## src/rtl/clk_div_pkg.sv

```systemverilog
// Shared constants and types for the multi-channel clock divider.
// Latency: n/a (package only).
// Backpressure: n/a (package only).
//
// Contents:
//   NUM_CH_DEF, DIV_W_DEF, DEFAULT_DIV_DEF - default parameter values
//   div_t      - divisor/counter word at the default width
//   ch_state_t - per-channel register layout at the default width
//   sel_width  - channel-select width, never less than one bit
package clk_div_pkg;

  localparam int NUM_CH_DEF      = 4;
  localparam int DIV_W_DEF       = 31;
  localparam int DEFAULT_DIV_DEF = 1;

  typedef logic [DIV_W_DEF-1:0] div_t;

  // Per-channel register set: up-counter, active divisor, waiting divisor
  // with its valid flag, square output and wrap strobe.
  typedef struct packed {
    div_t cnt;
    div_t div_q;
    div_t pend_q;
    logic pend_v;
    logic out;
    logic tick;
  } ch_state_t;

  // A single-channel build still needs a one-bit select port.
  function automatic int sel_width(input int n);
    return (n > 1) ? $clog2(n) : 1;
  endfunction

endpackage

```

## src/rtl/clock_divider_ch.sv

```systemverilog
// One divider channel: half-period of div_q+1 cycles, square output plus wrap tick.
// Latency: outputs registered; first tick div_q+1 cycles after enable from idle.
// Backpressure: none; divisor writes are always accepted (deferred to the wrap when running).
//
// Ports:
//   clk_i       system clock, posedge
//   rst_i       synchronous active-high reset
//   en_i        run enable; low holds the channel idle with output low
//   sync_i      phase realign: behaves like a momentary disable
//   wr_i        divisor write strobe for this channel
//   wr_data_i   divisor value written
//   out_o       divided square output
//   tick_o      one-cycle strobe on each wrap
//   pend_o      a written divisor is waiting for the next wrap
module clock_divider_ch
  import clk_div_pkg::*;
#(
  parameter int DIV_W       = DIV_W_DEF,
  parameter int DEFAULT_DIV = DEFAULT_DIV_DEF
) (
  input  logic             clk_i,
  input  logic             rst_i,
  input  logic             en_i,
  input  logic             sync_i,
  input  logic             wr_i,
  input  logic [DIV_W-1:0] wr_data_i,
  output logic             out_o,
  output logic             tick_o,
  output logic             pend_o
);

  // Same layout as ch_state_t but sized by this instance's DIV_W.
  typedef struct packed {
    logic [DIV_W-1:0] cnt;
    logic [DIV_W-1:0] div_q;
    logic [DIV_W-1:0] pend_q;
    logic             pend_v;
    logic             out;
    logic             tick;
  } st_t;

  st_t  st_q;
  st_t  st_d;
  logic wrap;
  logic realign;

  always_comb begin
    st_d      = st_q;
    st_d.tick = 1'b0;

    wrap    = (st_q.cnt == st_q.div_q);
    // Disabled and sync share one path: counter and output park at zero
    // and any waiting divisor becomes active straight away.
    realign = !en_i || sync_i;

    if (realign || wrap) begin
      st_d.cnt = '0;
      // Boundary point: a write landing here takes effect directly and
      // supersedes anything still waiting, so pend_v never rises.
      if (wr_i) begin
        st_d.div_q  = wr_data_i;
        st_d.pend_v = 1'b0;
      end else if (st_q.pend_v) begin
        st_d.div_q  = st_q.pend_q;
        st_d.pend_v = 1'b0;
      end
      if (realign) begin
        st_d.out = 1'b0;
      end else begin
        st_d.out  = ~st_q.out;
        st_d.tick = 1'b1;
      end
    end else begin
      st_d.cnt = st_q.cnt + DIV_W'(1);
      // Mid half-period: park the value until the wrap so the current
      // half-period is never shortened or stretched (last write wins).
      if (wr_i) begin
        st_d.pend_q = wr_data_i;
        st_d.pend_v = 1'b1;
      end
    end
  end

  always_ff @(posedge clk_i) begin
    if (rst_i) begin
      st_q.cnt    <= '0;
      st_q.div_q  <= DIV_W'(DEFAULT_DIV);
      st_q.pend_q <= '0;
      st_q.pend_v <= 1'b0;
      st_q.out    <= 1'b0;
      st_q.tick   <= 1'b0;
    end else begin
      st_q <= st_d;
    end
  end

  assign out_o  = st_q.out;
  assign tick_o = st_q.tick;
  assign pend_o = st_q.pend_v;

endmodule

```

## src/rtl/multi_clock_divider.sv

```systemverilog
// NUM_CH independent programmable clock dividers with glitch-free divisor updates.
// Latency: all outputs registered; no combinational input-to-output path.
// Backpressure: none; a divisor write is taken every cycle div_wr is high.
//
// Optional build macro MULTI_CLOCK_DIVIDER_SYNC_EN adds the 'sync' input,
// which realigns every enabled channel to phase zero in one cycle.
//
// Ports:
//   input_clock   system clock, posedge
//   reset         synchronous active-high reset
//   ch_en         per-channel run enable
//   div_wr        divisor write strobe
//   div_sel       channel targeted by div_wr (out-of-range values ignored)
//   div_data      divisor value
//   sync          (macro builds only) phase realign pulse
//   output_clock  per-channel divided square output
//   tick          per-channel one-cycle wrap strobe
//   div_pending   per-channel written divisor awaiting its wrap
module multi_clock_divider
  import clk_div_pkg::*;
#(
  parameter int NUM_CH      = NUM_CH_DEF,
  parameter int DIV_W       = DIV_W_DEF,
  parameter int DEFAULT_DIV = DEFAULT_DIV_DEF,
  localparam int SEL_W      = sel_width(NUM_CH)
) (
  input  logic              input_clock,
  input  logic              reset,
  input  logic [NUM_CH-1:0] ch_en,
  input  logic              div_wr,
  input  logic [SEL_W-1:0]  div_sel,
  input  logic [DIV_W-1:0]  div_data,
`ifdef MULTI_CLOCK_DIVIDER_SYNC_EN
  input  logic              sync,
`endif
  output logic [NUM_CH-1:0] output_clock,
  output logic [NUM_CH-1:0] tick,
  output logic [NUM_CH-1:0] div_pending
);

  logic              sync_all;
  logic [NUM_CH-1:0] wr_ch;

`ifdef MULTI_CLOCK_DIVIDER_SYNC_EN
  assign sync_all = sync;
`else
  assign sync_all = 1'b0;
`endif

  for (genvar i = 0; i < NUM_CH; i++) begin : g_ch
    // Select decode; a select value beyond NUM_CH-1 matches no channel.
    assign wr_ch[i] = div_wr && (int'(div_sel) == i);

    clock_divider_ch #(
      .DIV_W       (DIV_W),
      .DEFAULT_DIV (DEFAULT_DIV)
    ) u_ch (
      .clk_i     (input_clock),
      .rst_i     (reset),
      .en_i      (ch_en[i]),
      .sync_i    (sync_all),
      .wr_i      (wr_ch[i]),
      .wr_data_i (div_data),
      .out_o     (output_clock[i]),
      .tick_o    (tick[i]),
      .pend_o    (div_pending[i])
    );
  end

endmodule

```

## config.mk

```make
export PLATFORM = sky130hd
export DESIGN_NAME = multi_clock_divider
export DESIGN_NICKNAME = d
export VERILOG_FILES = /design/src/rtl/clk_div_pkg.sv /design/src/rtl/clock_divider_ch.sv /design/src/rtl/multi_clock_divider.sv
export SDC_FILE = /design/constraint.sdc
export NUM_CORES = 1
export LEC_CHECK = 0
export CAP_MARGIN = 20
export CORE_ASPECT_RATIO = 0.6
export CORE_MARGIN = 2
export CORE_UTILIZATION = 35
export CTS_BUF_LIST = sky130_fd_sc_hd__clkbuf_4 sky130_fd_sc_hd__clkbuf_8 sky130_fd_sc_hd__clkbuf_16
export DETAILED_ROUTE_END_ITERATION = 10
export MAX_ROUTING_LAYER = met4
export PLACE_DENSITY = 0.57
export SLEW_MARGIN = 5
export SYNTH_ARGS = -nofsm -noshare
export SYNTH_HDL_FRONTEND = slang
export SYNTH_SLANG_ARGS = --single-unit
```

## constraint.sdc

```tcl
create_clock -name input_clock -period 5.07 [get_ports input_clock]
set_input_delay 0.7605 -clock input_clock [delete_from_list [all_inputs] [get_ports input_clock]]
set_output_delay 0.7605 -clock input_clock [all_outputs]
set_load 0.02 [all_outputs]
```

==> summary.md <==
| Metric | Value |
|---|---|
| # IOs | `52` |
| Syn avg cell area | `8.59 um2` |
| Final Wtd Congestion | `0.876` |
| Outcome | `finished, final reports clean` |
| Num CTS Buffers | `38` |
| Final setup violation count | `0` |
| Fin util | `0.396` |
| Fillers | `5570` |
| Crit Path Category | `flop to flop` |
| Global route total overflow | `0` |
| Hpwl dp | `44400 um` |
| Drt drc | `0` |
| Netlist cell types | `40` |
| CTS root buf | `clkbuf_16` |
| PortBufs | `51` |
| Die H | `189 um` |
| Synth top area share | `0.383` |
| Slowest CP cell | `or4_2` |
| Clock Skew | `24.9 ps` |
| Via/cell ratio | `5.84` |
| H-tree Lvls | `2` |
| Die area | `59300 um2` |
| Placement Rows | `67` |
| Worst-Skew Late Latency | `560 ps` |
| P&R area growth vs syn | `11.1%` |
| Pre-antenna DRT Iters | `5` |
| Initial antenna violation count | `0` |
| Startpoint types | `flop` |
| CP peak stage delay | `1210 ps` |
| Pins Over Slew Limit | `0` |
| Clock sink count | `384` |
| Worst VDD drop | `0.000220 V` |
| R2r endpoint | `g_ch[3].u_ch.st_q[93]` |
| Slew @ Worst Pin | `1070 ps` |
| Final min period | `2990 ps` |
| Worst R2R Start | `g_ch[3].u_ch.st_q[68]` |
| Register bit total from synthesis | `384` |
| CTS max path bufs | `3` |
| Worst R2R Setup Slack | `2080 ps` |
| Initial Util | `0.357` |
| Number of global-route vias before repair | `16100` |
| Final TNS setup | `0 ps` |
| PD cells | `321 nW/um2` |
| Ant diodes | `0` |
| CTS-repair resized insts | `0` |
| Total Routing Usage GR | `0.216` |
| Initial drt markers | `1730` |
| Fin crit share | `0.589` |
| CP Cell Sequence | `xnor2_1, nand4_1, or4_2, o21bai_2, buf_4, nor2_1` |
| Crit path arrival time | `3420 ps` |
| Dpl ws | `1500 ps` |
| Nets | `2293` |
| Max Fanout on Critical Path | `64` |
| Max Cap Viol | `0` |
| Die width | `313 um` |
| Hold Vio Cnt, Final | `0` |
| Mapped cell area | `20100 um2` |
| Data required, critical path | `5500 ps` |
| # Post-CTS Setup Buffers | `0` |
| Post-CTS Hold Buffers | `0` |
| Routed Wire Length | `64000 um` |
| Slew Limit Headroom | `0.285` |
| Reg area | `7690 um2` |
| Hold Crit Start | `g_ch[1].u_ch.st_q[15]` |
| Routed Antenna Nets | `0` |
| CTS clk-pin slew, worst paths | `70 ps` |
| Leak pwr | `8.93 nW` |
| Depth of the worst register-to-register path | `6` |
| CP Capture Type | `flop` |
| RSZ-0062 raised after global routing | `false` |
| WHS Endpoint | `g_ch[1].u_ch.st_q[15]` |
| CTS tree | `yes` |
| Post-Syn Instances | `2335` |
| Largest net degree at the start of global routing | `111` |
| Worst Hold Depth | `2` |
| Achievable Freq | `0.335 GHz` |
| Post-synth top area cell | `dfxtp_1` |
| Area of the multi-input gates | `11400 um2` |
| Min Hold Slack | `460 ps` |
| Wirelength per Cell | `21.1 um` |
| Area of the core | `56300 um2` |
| Final WS setup | `2080 ps` |
| Layout cells sized above 1 | `0.0568` |
| Type of the worst min-delay path | `flop to flop` |
| First-pass GRT wire length | `98300 um` |
| Synth Warn # | `0` |
| Net count after synthesis | `2379` |
| Synth top area cells | `dfxtp_1, mux2i_1, xor2_1, o2111ai_1, nor2_1` |
| Vias | `17700` |
| Sequential area share after synthesis | `0.383` |
-- final cells by class --
cell class                      instances  share of cell area
Clock inverter                          8             0.00421
Tap cell                              759              0.0426
Clock buffer                           53              0.0507
Multi-Input combinational cell       1707               0.512
Sequential cell                       384               0.345
Inverter                               21             0.00387
Timing Repair Buffer                   97              0.0421
-- state kept, by name, summed over array words and instances (netlist names) --
name              cells
g_ch.u_ch.tick_o      4
g_ch.u_ch.st_q      372
g_ch.u_ch.pend_o      4
g_ch.u_ch.out_o       4
-- cell usage in the layout (no fill, tap or decap), drive strengths merged, types with 53 or more instances in the layout --
cell and n:
a31oi 121, xor2 146, xnor2 91, nand2 198
o2111ai 120, nand3 171, mux2i 244, nor2 252
or4 125, clkbuf 53, dfxtp 384, nor3 59
-- routing by layer --
metal	track usage	vias up	part of all wire
met4	0.0322	0	0.011
met2	0.276	570	0.39
met1	0.334	8699	0.50
met3	0.0571	54	0.098
li1	-	8361	-
met5	-	-	0
-- cells in the mapped netlist, drive strengths merged --
library cell and instances:
inv 20, mux2i 244, mux2 2, nand3b 2, nor4 46, o21bai 3
nor3b 4, and3 13, clkinv 1, nor3 59, a31oi 121, o21ai 15
nand3 171, buf 53, nand4 47, or3 7, xor2 146, and2 1
dfxtp 384, o2111a 2, or2 2, a21oi 8, xnor2 91, nor2 252
nand2 198, and4 17, o211ai 4, ha 4, or4 125, a211oi 1
clkbuf 170, o2111ai 120, and3b 2
-- stage by stage --
step / instance area [um2] / power [W] / cells
2_1_floorplan: 20100 / 0.00394 / 2335
3_3_place_gp: 21000 / 0.00424 / 2963
3_5_place_dp: 21000 / 0.00427 / 2964
4_1_cts: 22200 / 0.00716 / 3025
5_1_grt: 22300 / 0.00742 / 3029
6_report: 22300 / 0.00715 / 3029
-- cells by family after synthesis --
family	count (synthesis)	share of synthesized area
and+or+nand+nor	946	0.236
DFF	384	0.383
AOI/OAI and AO/OA	274	0.100
muxes	246	0.123
buffers and inverters	244	0.0519
xor gates and xnor gates	237	0.104
adders and majority gates	4	0.00249
-- report_power, final --
part	total (W)	switching [W]	internal [W]
Combinational	0.00109	0.000840	0.000251
Clock	0.00291	0.00126	0.00165
Sequential	0.00315	0.0000621	0.00309
Total	0.00715	0.00216	0.00499
-- worst max-delay path, delay by kind of cell, from the launching register on --
family / cells / cell delay, ps
xor+xnor: 1 / 360
compound gates: 1 / 270
flops: 1 / 370
simple gates: 3 / 1490
buf+inv: 1 / 350
-- how the worst max path moves through the flow --
stage / slack (ps) / to / startpoint / cells after the start
after global placement: 1470 / g_ch[3].u_ch.st_q[43] / div_sel[0] / 6
after floorplan: 2750 / g_ch[1].u_ch.st_q[63] / div_sel[1] / 6
after CTS: 2090 / g_ch[3].u_ch.st_q[43] / div_sel[0] / 6
final: 2080 / g_ch[3].u_ch.st_q[93] / g_ch[3].u_ch.st_q[68] / 6
after detailed placement: 1500 / g_ch[3].u_ch.st_q[43] / div_sel[0] / 6
after global routing: 1940 / g_ch[3].u_ch.st_q[94] / g_ch[3].u_ch.st_q[68] / 6
(Power assumes the default switching activity.)
